$ cat src/rtl/minesweeper_game_ctrl.sv
// ---------------------------------------------------------------------------
// minesweeper_game_ctrl
//
// Game-flow controller for an 8x8 minesweeper board. It owns the cursor, the
// flag/reveal counters and the win/lose decision. The board itself lives
// outside this block. It is addressed by the cursor, and its status comes back
// on the cell_* inputs in the same cycle.
//
// Optional build macro:
//   FLAG_LIMIT_EN  when defined, no new flag may be placed once flags_cnt
//                  equals the effective bomb count. When undefined, flagging
//                  is unlimited. Removing a flag is always allowed.
//
// Parameters:
//   MAX_BOMBS      upper clamp on the effective bomb count (default 63)
//
// Ports:
//   clk, rst       clock; asynchronous active-high reset
//   bombs_cfg      requested bomb count, latched on the start edge in SETUP
//   start          start/restart button
//   move_btn, dir  move the cursor one cell (00 up, 01 down, 10 left, 11 right)
//   select_btn     reveal the cursor cell
//   mark_btn       toggle the flag on the cursor cell
//   place_req      bomb-placement request (high for the whole PLACE state)
//   place_done     placement-complete pulse from the board
//   cur_row/col    cursor position, also the board lookup address
//   cell_is_bomb, cell_revealed, cell_flagged
//                  status of the cursor cell, same cycle
//   reveal_we      one-cycle pulse: reveal the cursor cell
//   flag_we        one-cycle pulse: toggle the flag of the cursor cell
//   state_out      current FSM state (encoding below)
//   win, lose      held high while in the WIN / LOSE state
//   flags_cnt      number of flagged cells
//   revealed_cnt   number of safe cells revealed
// ---------------------------------------------------------------------------
module minesweeper_game_ctrl #(
    parameter int MAX_BOMBS = 63
) (
    input  logic       clk,
    input  logic       rst,
    input  logic [5:0] bombs_cfg,
    input  logic       start,
    input  logic       move_btn,
    input  logic [1:0] dir,
    input  logic       select_btn,
    input  logic       mark_btn,
    output logic       place_req,
    input  logic       place_done,
    output logic [2:0] cur_row,
    output logic [2:0] cur_col,
    input  logic       cell_is_bomb,
    input  logic       cell_revealed,
    input  logic       cell_flagged,
    output logic       reveal_we,
    output logic       flag_we,
    output logic [2:0] state_out,
    output logic       win,
    output logic       lose,
    output logic [6:0] flags_cnt,
    output logic [6:0] revealed_cnt
);

    typedef enum logic [2:0] {
        S_SETUP  = 3'd0,
        S_PLACE  = 3'd1,
        S_WAIT   = 3'd2,
        S_MOVE   = 3'd3,
        S_SELECT = 3'd4,
        S_MARK   = 3'd5,
        S_WIN    = 3'd6,
        S_LOSE   = 3'd7
    } state_t;

    localparam logic [5:0] MAX_B = 6'(MAX_BOMBS);

    state_t     state, state_next;

    // Button history. Reset to 1 so that a button held through reset does
    // not look like a fresh press.
    logic       start_q, move_q, select_q, mark_q;
    logic       start_rise, move_rise, select_rise, mark_rise;

    logic [5:0] bombs_eff;
    logic [5:0] bombs_req;
    logic [6:0] safe_cnt;
    logic [6:0] revealed_next;

    // Datapath controls, decoded by the FSM.
    logic       do_latch;
    logic       do_clear;
    logic       do_move;
    logic       do_reveal_inc;
    logic       do_flag_inc;
    logic       do_flag_dec;
    logic       flag_ok;

    assign start_rise  = start      & ~start_q;
    assign move_rise   = move_btn   & ~move_q;
    assign select_rise = select_btn & ~select_q;
    assign mark_rise   = mark_btn   & ~mark_q;

    assign revealed_next = revealed_cnt + 7'd1;

    // Effective bomb count: at least one bomb, never more than MAX_BOMBS.
    always_comb begin
        bombs_req = bombs_cfg;
        if (bombs_cfg == 6'd0) begin
            bombs_req = 6'd1;
        end else if (bombs_cfg > MAX_B) begin
            bombs_req = MAX_B;
        end
    end

`ifdef FLAG_LIMIT_EN
    assign flag_ok = (flags_cnt != {1'b0, bombs_eff});
`else
    assign flag_ok = 1'b1;
`endif

    // Placement handshake: place_req is a level that stays high for the
    // whole PLACE state. The board answers with a place_done pulse, and the
    // request drops on the same edge that moves the FSM on. A reset during
    // PLACE drops place_req at once because it decodes directly from state.
    assign place_req = (state == S_PLACE);
    assign win       = (state == S_WIN);
    assign lose      = (state == S_LOSE);
    assign state_out = state;

    always_ff @(posedge clk or posedge rst) begin
        if (rst) begin
            state <= S_SETUP;
        end else begin
            state <= state_next;
        end
    end

    always_comb begin
        state_next    = state;
        do_latch      = 1'b0;
        do_clear      = 1'b0;
        do_move       = 1'b0;
        do_reveal_inc = 1'b0;
        do_flag_inc   = 1'b0;
        do_flag_dec   = 1'b0;
        reveal_we     = 1'b0;
        flag_we       = 1'b0;
        case (state)
            S_SETUP: begin
                if (start_rise) begin
                    do_latch   = 1'b1;
                    state_next = S_PLACE;
                end
            end
            S_PLACE: begin
                if (place_done) begin
                    state_next = S_WAIT;
                end
            end
            S_WAIT: begin
                // Only one action is taken per visit. Other edges seen in
                // the same cycle are dropped.
                if (select_rise) begin
                    state_next = S_SELECT;
                end else if (mark_rise) begin
                    state_next = S_MARK;
                end else if (move_rise) begin
                    state_next = S_MOVE;
                end
            end
            S_MOVE: begin
                do_move    = 1'b1;
                state_next = S_WAIT;
            end
            S_SELECT: begin
                state_next = S_WAIT;
                if (!cell_revealed && !cell_flagged) begin
                    reveal_we = 1'b1;
                    if (cell_is_bomb) begin
                        state_next = S_LOSE;
                    end else begin
                        do_reveal_inc = 1'b1;
                        if (revealed_next == safe_cnt) begin
                            state_next = S_WIN;
                        end
                    end
                end
            end
            S_MARK: begin
                state_next = S_WAIT;
                if (!cell_revealed) begin
                    if (cell_flagged) begin
                        flag_we     = 1'b1;
                        do_flag_dec = 1'b1;
                    end else if (flag_ok) begin
                        flag_we     = 1'b1;
                        do_flag_inc = 1'b1;
                    end
                end
            end
            S_WIN, S_LOSE: begin
                if (start_rise) begin
                    do_clear   = 1'b1;
                    state_next = S_SETUP;
                end
            end
            default: state_next = S_SETUP;
        endcase
    end

    // The button history keeps updating in every state. This is why edges
    // that arrive during MOVE/SELECT/MARK are dropped rather than deferred.
    always_ff @(posedge clk or posedge rst) begin
        if (rst) begin
            start_q  <= 1'b1;
            move_q   <= 1'b1;
            select_q <= 1'b1;
            mark_q   <= 1'b1;
        end else begin
            start_q  <= start;
            move_q   <= move_btn;
            select_q <= select_btn;
            mark_q   <= mark_btn;
        end
    end

    always_ff @(posedge clk or posedge rst) begin
        if (rst) begin
            bombs_eff <= 6'd1;
            safe_cnt  <= 7'd63;
        end else if (do_latch) begin
            bombs_eff <= bombs_req;
            safe_cnt  <= 7'd64 - {1'b0, bombs_req};
        end
    end

    // The 3-bit cursor wraps 0<->7 through plain modular arithmetic.
    always_ff @(posedge clk or posedge rst) begin
        if (rst) begin
            cur_row <= 3'd0;
            cur_col <= 3'd0;
        end else if (do_clear) begin
            cur_row <= 3'd0;
            cur_col <= 3'd0;
        end else if (do_move) begin
            case (dir)
                2'b00:   cur_row <= cur_row - 3'd1;
                2'b01:   cur_row <= cur_row + 3'd1;
                2'b10:   cur_col <= cur_col - 3'd1;
                default: cur_col <= cur_col + 3'd1;
            endcase
        end
    end

    always_ff @(posedge clk or posedge rst) begin
        if (rst) begin
            revealed_cnt <= 7'd0;
            flags_cnt    <= 7'd0;
        end else if (do_clear) begin
            revealed_cnt <= 7'd0;
            flags_cnt    <= 7'd0;
        end else begin
            if (do_reveal_inc) begin
                revealed_cnt <= revealed_next;
            end
            // Saturate at zero in case the board reports a flag that this
            // counter never saw, for example after a partial restart.
            if (do_flag_inc) begin
                flags_cnt <= flags_cnt + 7'd1;
            end else if (do_flag_dec && (flags_cnt != 7'd0)) begin
                flags_cnt <= flags_cnt - 7'd1;
            end
        end
    end

endmodule

$ cat config.mk
export PLATFORM = sky130hd
export DESIGN_NAME = minesweeper_game_ctrl
export DESIGN_NICKNAME = d
export VERILOG_FILES = /design/src/rtl/minesweeper_game_ctrl.sv
export SDC_FILE = /design/constraint.sdc
export NUM_CORES = 1
export LEC_CHECK = 0
export CELL_PAD_IN_SITES_DETAIL_PLACEMENT = 0
export CELL_PAD_IN_SITES_GLOBAL_PLACEMENT = 1
export CORE_ASPECT_RATIO = 0.8
export CORE_MARGIN = 5
export CORE_UTILIZATION = 42
export CTS_BUF_LIST = sky130_fd_sc_hd__clkbuf_8
export DETAILED_ROUTE_END_ITERATION = 10
export DONT_BUFFER_PORTS = 1
export PLACE_DENSITY = 0.74
export SETUP_SLACK_MARGIN = 0.4
export SLEW_MARGIN = 10
export SYNTH_ARGS = -nofsm -noshare
export SYNTH_HDL_FRONTEND = slang
export SYNTH_SLANG_ARGS = --single-unit
export TNS_END_PERCENT = 50
$ cat constraint.sdc
create_clock -name clk -period 3.8 [get_ports clk]
set_clock_uncertainty 0.2 [all_clocks]
set_input_delay 0.38 -clock clk [delete_from_list [all_inputs] [get_ports clk]]
set_output_delay 0.38 -clock clk [all_outputs]
set_load 0.01 [all_outputs]
==> flow_metrics.py <==
metrics = {
    "drt": {
        "wire_per_inst_um": 16.11,
        "wirelength_um": 4816,
        "vias": 1697,
        "avgViaCountPerCell": 5.676,
        "first_pass_iters": 4,
        "drtAntennaViolNets": 0,
        "drc": 0,
        "drt_iter0_markers": 76,
    },
    "floorplan": {
        "core_mm2": 0.004979,
        "num_rows": 23,
        "die_y_um": 74.01,
        "io_pins": 46,
        "die-area_mm2": 0.006661,
        "die_width_um": 90.01,
        "start_util_pct": 43.20,
    },
    "pwr": {
        "power-per-cell-area_mw_per_mm2": 702.6,
        "leakage_nw": 0.9920,
        "pwr-share-seq_pct": 40.0,
        "cell_internal_pwr_uw": 994.2,
        "switching_share_pct": 40.78,
        "power_switching_uw": 684.8,
        "combPwrFrac_pct": 43.6,
        "clockPowerShare_pct": 16.4,
        "peakVddDrop_v": 0.0003096,
    },
    "timing": {
        "hold_violations": 0,
        "fin_crit_ps": 2852,
        "slew_headroom_pct": 36.49,
        "tns_ps": 0,
        "rsz0062_at_grt": "no",
        "finalWorstSetupSlack_ps": 947.8,
        "fmaxAchievable_mhz": 350.6,
        "tightest_slew_ps": 944.7,
        "finalCritPeriodShare_pct": 75.06,
        "report.final.setup_viol": 0,
        "final_max_slew_viol_count": 0,
    },
    "layout": {
        "n_antenna_cell": 0,
        "fin_nets": 264,
        "area_growth_pct": 11.11,
        "fill_cells": 490,
        "drive_gt1_share_pct": 16.46,
        "final-instance-count-excl-fill": 299,
        "final_area_mm2": 0.002390,
        "multi_input_area_mm2": 0.001212,
        "fin_util_pct": 48.00,
        "seqCellArea_um2": 863.3,
    },
    "critical_path": {
        "arrival_ps": 2880,
        "ff2ff_path_depth": 9,
        "critPathLaunchType": "flop",
        "r2r_slack_ps": 950,
        "critPathLaunch": "state_out[1]",
        "r2r-end": "flags_cnt[6]",
        "cp_max_fo": 5,
        "endpoint_kind": "flop",
        "worst-setup-path-type": "flop to flop",
        "cp-endpoint": "flags_cnt[6]",
        "crit_required_ps": 3830,
        "r2r-start": "state_out[1]",
    },
    "clock_network": {
        "cts_made_buffers": 5,
        "cts_htree_levels": 2,
        "numClockSinks": 34,
        "cts.clk_slew.worst_paths_ps": 80,
        "post_cts_buffers": 0,
        "clkLatencyLatePin_ps": 280,
        "cts_root_buf": "clkbuf_8",
        "cts_tree": "built",
        "cts_buffer_depth": 2,
    },
    "synthesis": {
        "seq_area_frac_synth_pct": 40.14,
        "ys_async_sr_fraction_pct": 100.0,
        "syn_nets": 253,
        "ys_types": 53,
        "yosysTopAreaCell": "dfrtp_1",
        "synth-edff-count": 0,
        "synth-seq-cells": 34,
        "synth_area_mm2": 0.002151,
        "syn_area_per_cell_um2": 9.559,
        "ys_warn_count": 0,
        "ys.flop_type": "dfrtp_1",
        "synthTopCellsByArea": "dfrtp_1 (28%), dfstp_2 (12%), o21ai_0 (4.9%)",
        "syn_inst": 225,
        "synth_top_area_share_pct": 27.92,
    },
    "place": {
        "gp_congestion": 0.7861,
        "dp.cells": 284,
        "hpwl_um": 3680,
        "placed_cell_area_mm2": 0.002225,
        "pre_cts_slack_ps": 926.2,
        "port_buffers": 0,
    },
    "global_routing": {
        "grt_max_degree": 21,
        "overflow": 0,
        "grt_use_total_pct": 15.38,
        "grt_first_pass_wirelength_um": 8431,
        "first_global_vias": 1708,
        "antenna_found_initial": 0,
    },
    "status": {
        "status": "finished, final reports clean",
    },
    "run": {
        "cap_violations": 0,
    },
    "min_path": {
        "hold_path_class": "input port to flop",
    },
}
-- power by group through the flow --
stage | Clock, mW | Sequential [mW] | Combinational [mW]
after floorplan | 0 | 0.654 | 0.584
after global placement | 0 | 0.682 | 0.720
after detailed placement | 0 | 0.684 | 0.728
after CTS | 0.282 | 0.676 | 0.740
after global routing | 0.302 | 0.696 | 0.844
final | 0.275 | 0.671 | 0.733
-- Yosys cell counts, types with 3 or more instances --
master	count
o21a_1	3
a21oi_1	8
xor2_1	10
dfstp_2	10
nor3_1	4
mux2_2	6
ha_1	7
buf_2	5
nor2b_1	6
inv_1	11
nor3b_1	3
dfrtp_1	24
o31ai_1	3
nand2b_1	6
fa_1	3
o21ai_0	21
nand3_1	12
nor2_1	18
xnor2_1	9
nand2_1	10
and3_1	4
a211oi_1	3
-- layer usage --
metal	part of all wire (%)	vias to the layer above	global-route usage, %
li1	-	827	-
met5	0	-	0
met3	6.0	4	5.157
met1	47	824	20.08
met2	47	42	25.49
met4	0.37	0	2.975
-- through the flow --
stage,hold WS [ps],power [mW]
after global placement,184.6,1.402
after detailed placement,184.6,1.412
after floorplan,184.5,1.237
after CTS,63.56,1.698
final,73.30,1.679
after global routing,58.03,1.842
-- layout make-up --
class,count,area share (%)
flip-flops and latches,34,36.13
clock inverters,2,0.5236
well taps,62,3.246
multi-input cells,173,50.73
inverters,11,1.728
repair buffers,11,4.188
clock buffers,6,3.456
-- cells in the final DEF, fill, tap and decap left out, types with 2 or more instances in the layout --
cell type,instances
fa_1,3
nand3_1,12
nand2b_1,6
o22ai_1,2
o31ai_1,3
or4_1,2
xnor2_1,9
nor3_1,4
o21a_1,3
a22oi_1,2
a31oi_1,2
dfstp_2,10
mux2_2,6
buf_4,4
nand2_1,10
a221oi_1,2
a21o_1,2
o21ai_0,21
and3_1,4
xor2_1,10
nor3b_1,3
dfrtp_1,24
nor3b_2,2
or4b_2,2
inv_1,11
a211oi_1,3
nor2_1,18
clkbuf_8,6
a21oi_1,8
dlygate4sd3_1,7
ha_1,7
nor2b_1,6
-- flip-flops by register name, indices dropped and copies added (netlist names) --
register / cells
cur_col: 3
cur_row: 3
flags_cnt: 7
mark_q: 1
move_q: 1
revealed_cnt: 7
safe_cnt: 7
select_q: 1
start_q: 1
state_out: 3
-- cells by family after synthesis --
family | after synthesis | share of synthesized area [%]
AO/OA/AOI/OAI | 59 | 17.63
XOR/XNOR | 19 | 7.737
adder cells (fa/ha/maj) | 10 | 6.864
buffers and inverters | 18 | 3.490
flip-flops | 34 | 40.14
multiplexers | 6 | 3.141
AND/OR/NAND/NOR | 79 | 21.00
-- timing repair --
action                                  CTS  global route
hold buffers                              7             0
hold endpoints to repair                 21             0
gates resized for setup                   0             0
endpoints found under the setup margin    0             0
-- critical path: stages (launching register included) --
cell and delay [ps]:
dfrtp_1 370, and4bb_2 360, and2b_1 220, inv_1 120, ha_1 340, nor2b_1 160, o31a_1 270, o221a_2 260
o311ai_0 310, o21a_1 170
-- worst min path at each step --
stage                       from          end  slack, ps  depth (start not counted)
finish              bombs_cfg[4]  safe_cnt[5]         70                          2
floorplan               mark_btn       mark_q        180                          0
detailed placement      move_btn       move_q        180                          0
global route        bombs_cfg[4]  safe_cnt[5]         60                          2
global placement        move_btn       move_q        180                          0
CTS                 bombs_cfg[4]  safe_cnt[5]         60                          2
(Power assumes the default switching activity.)
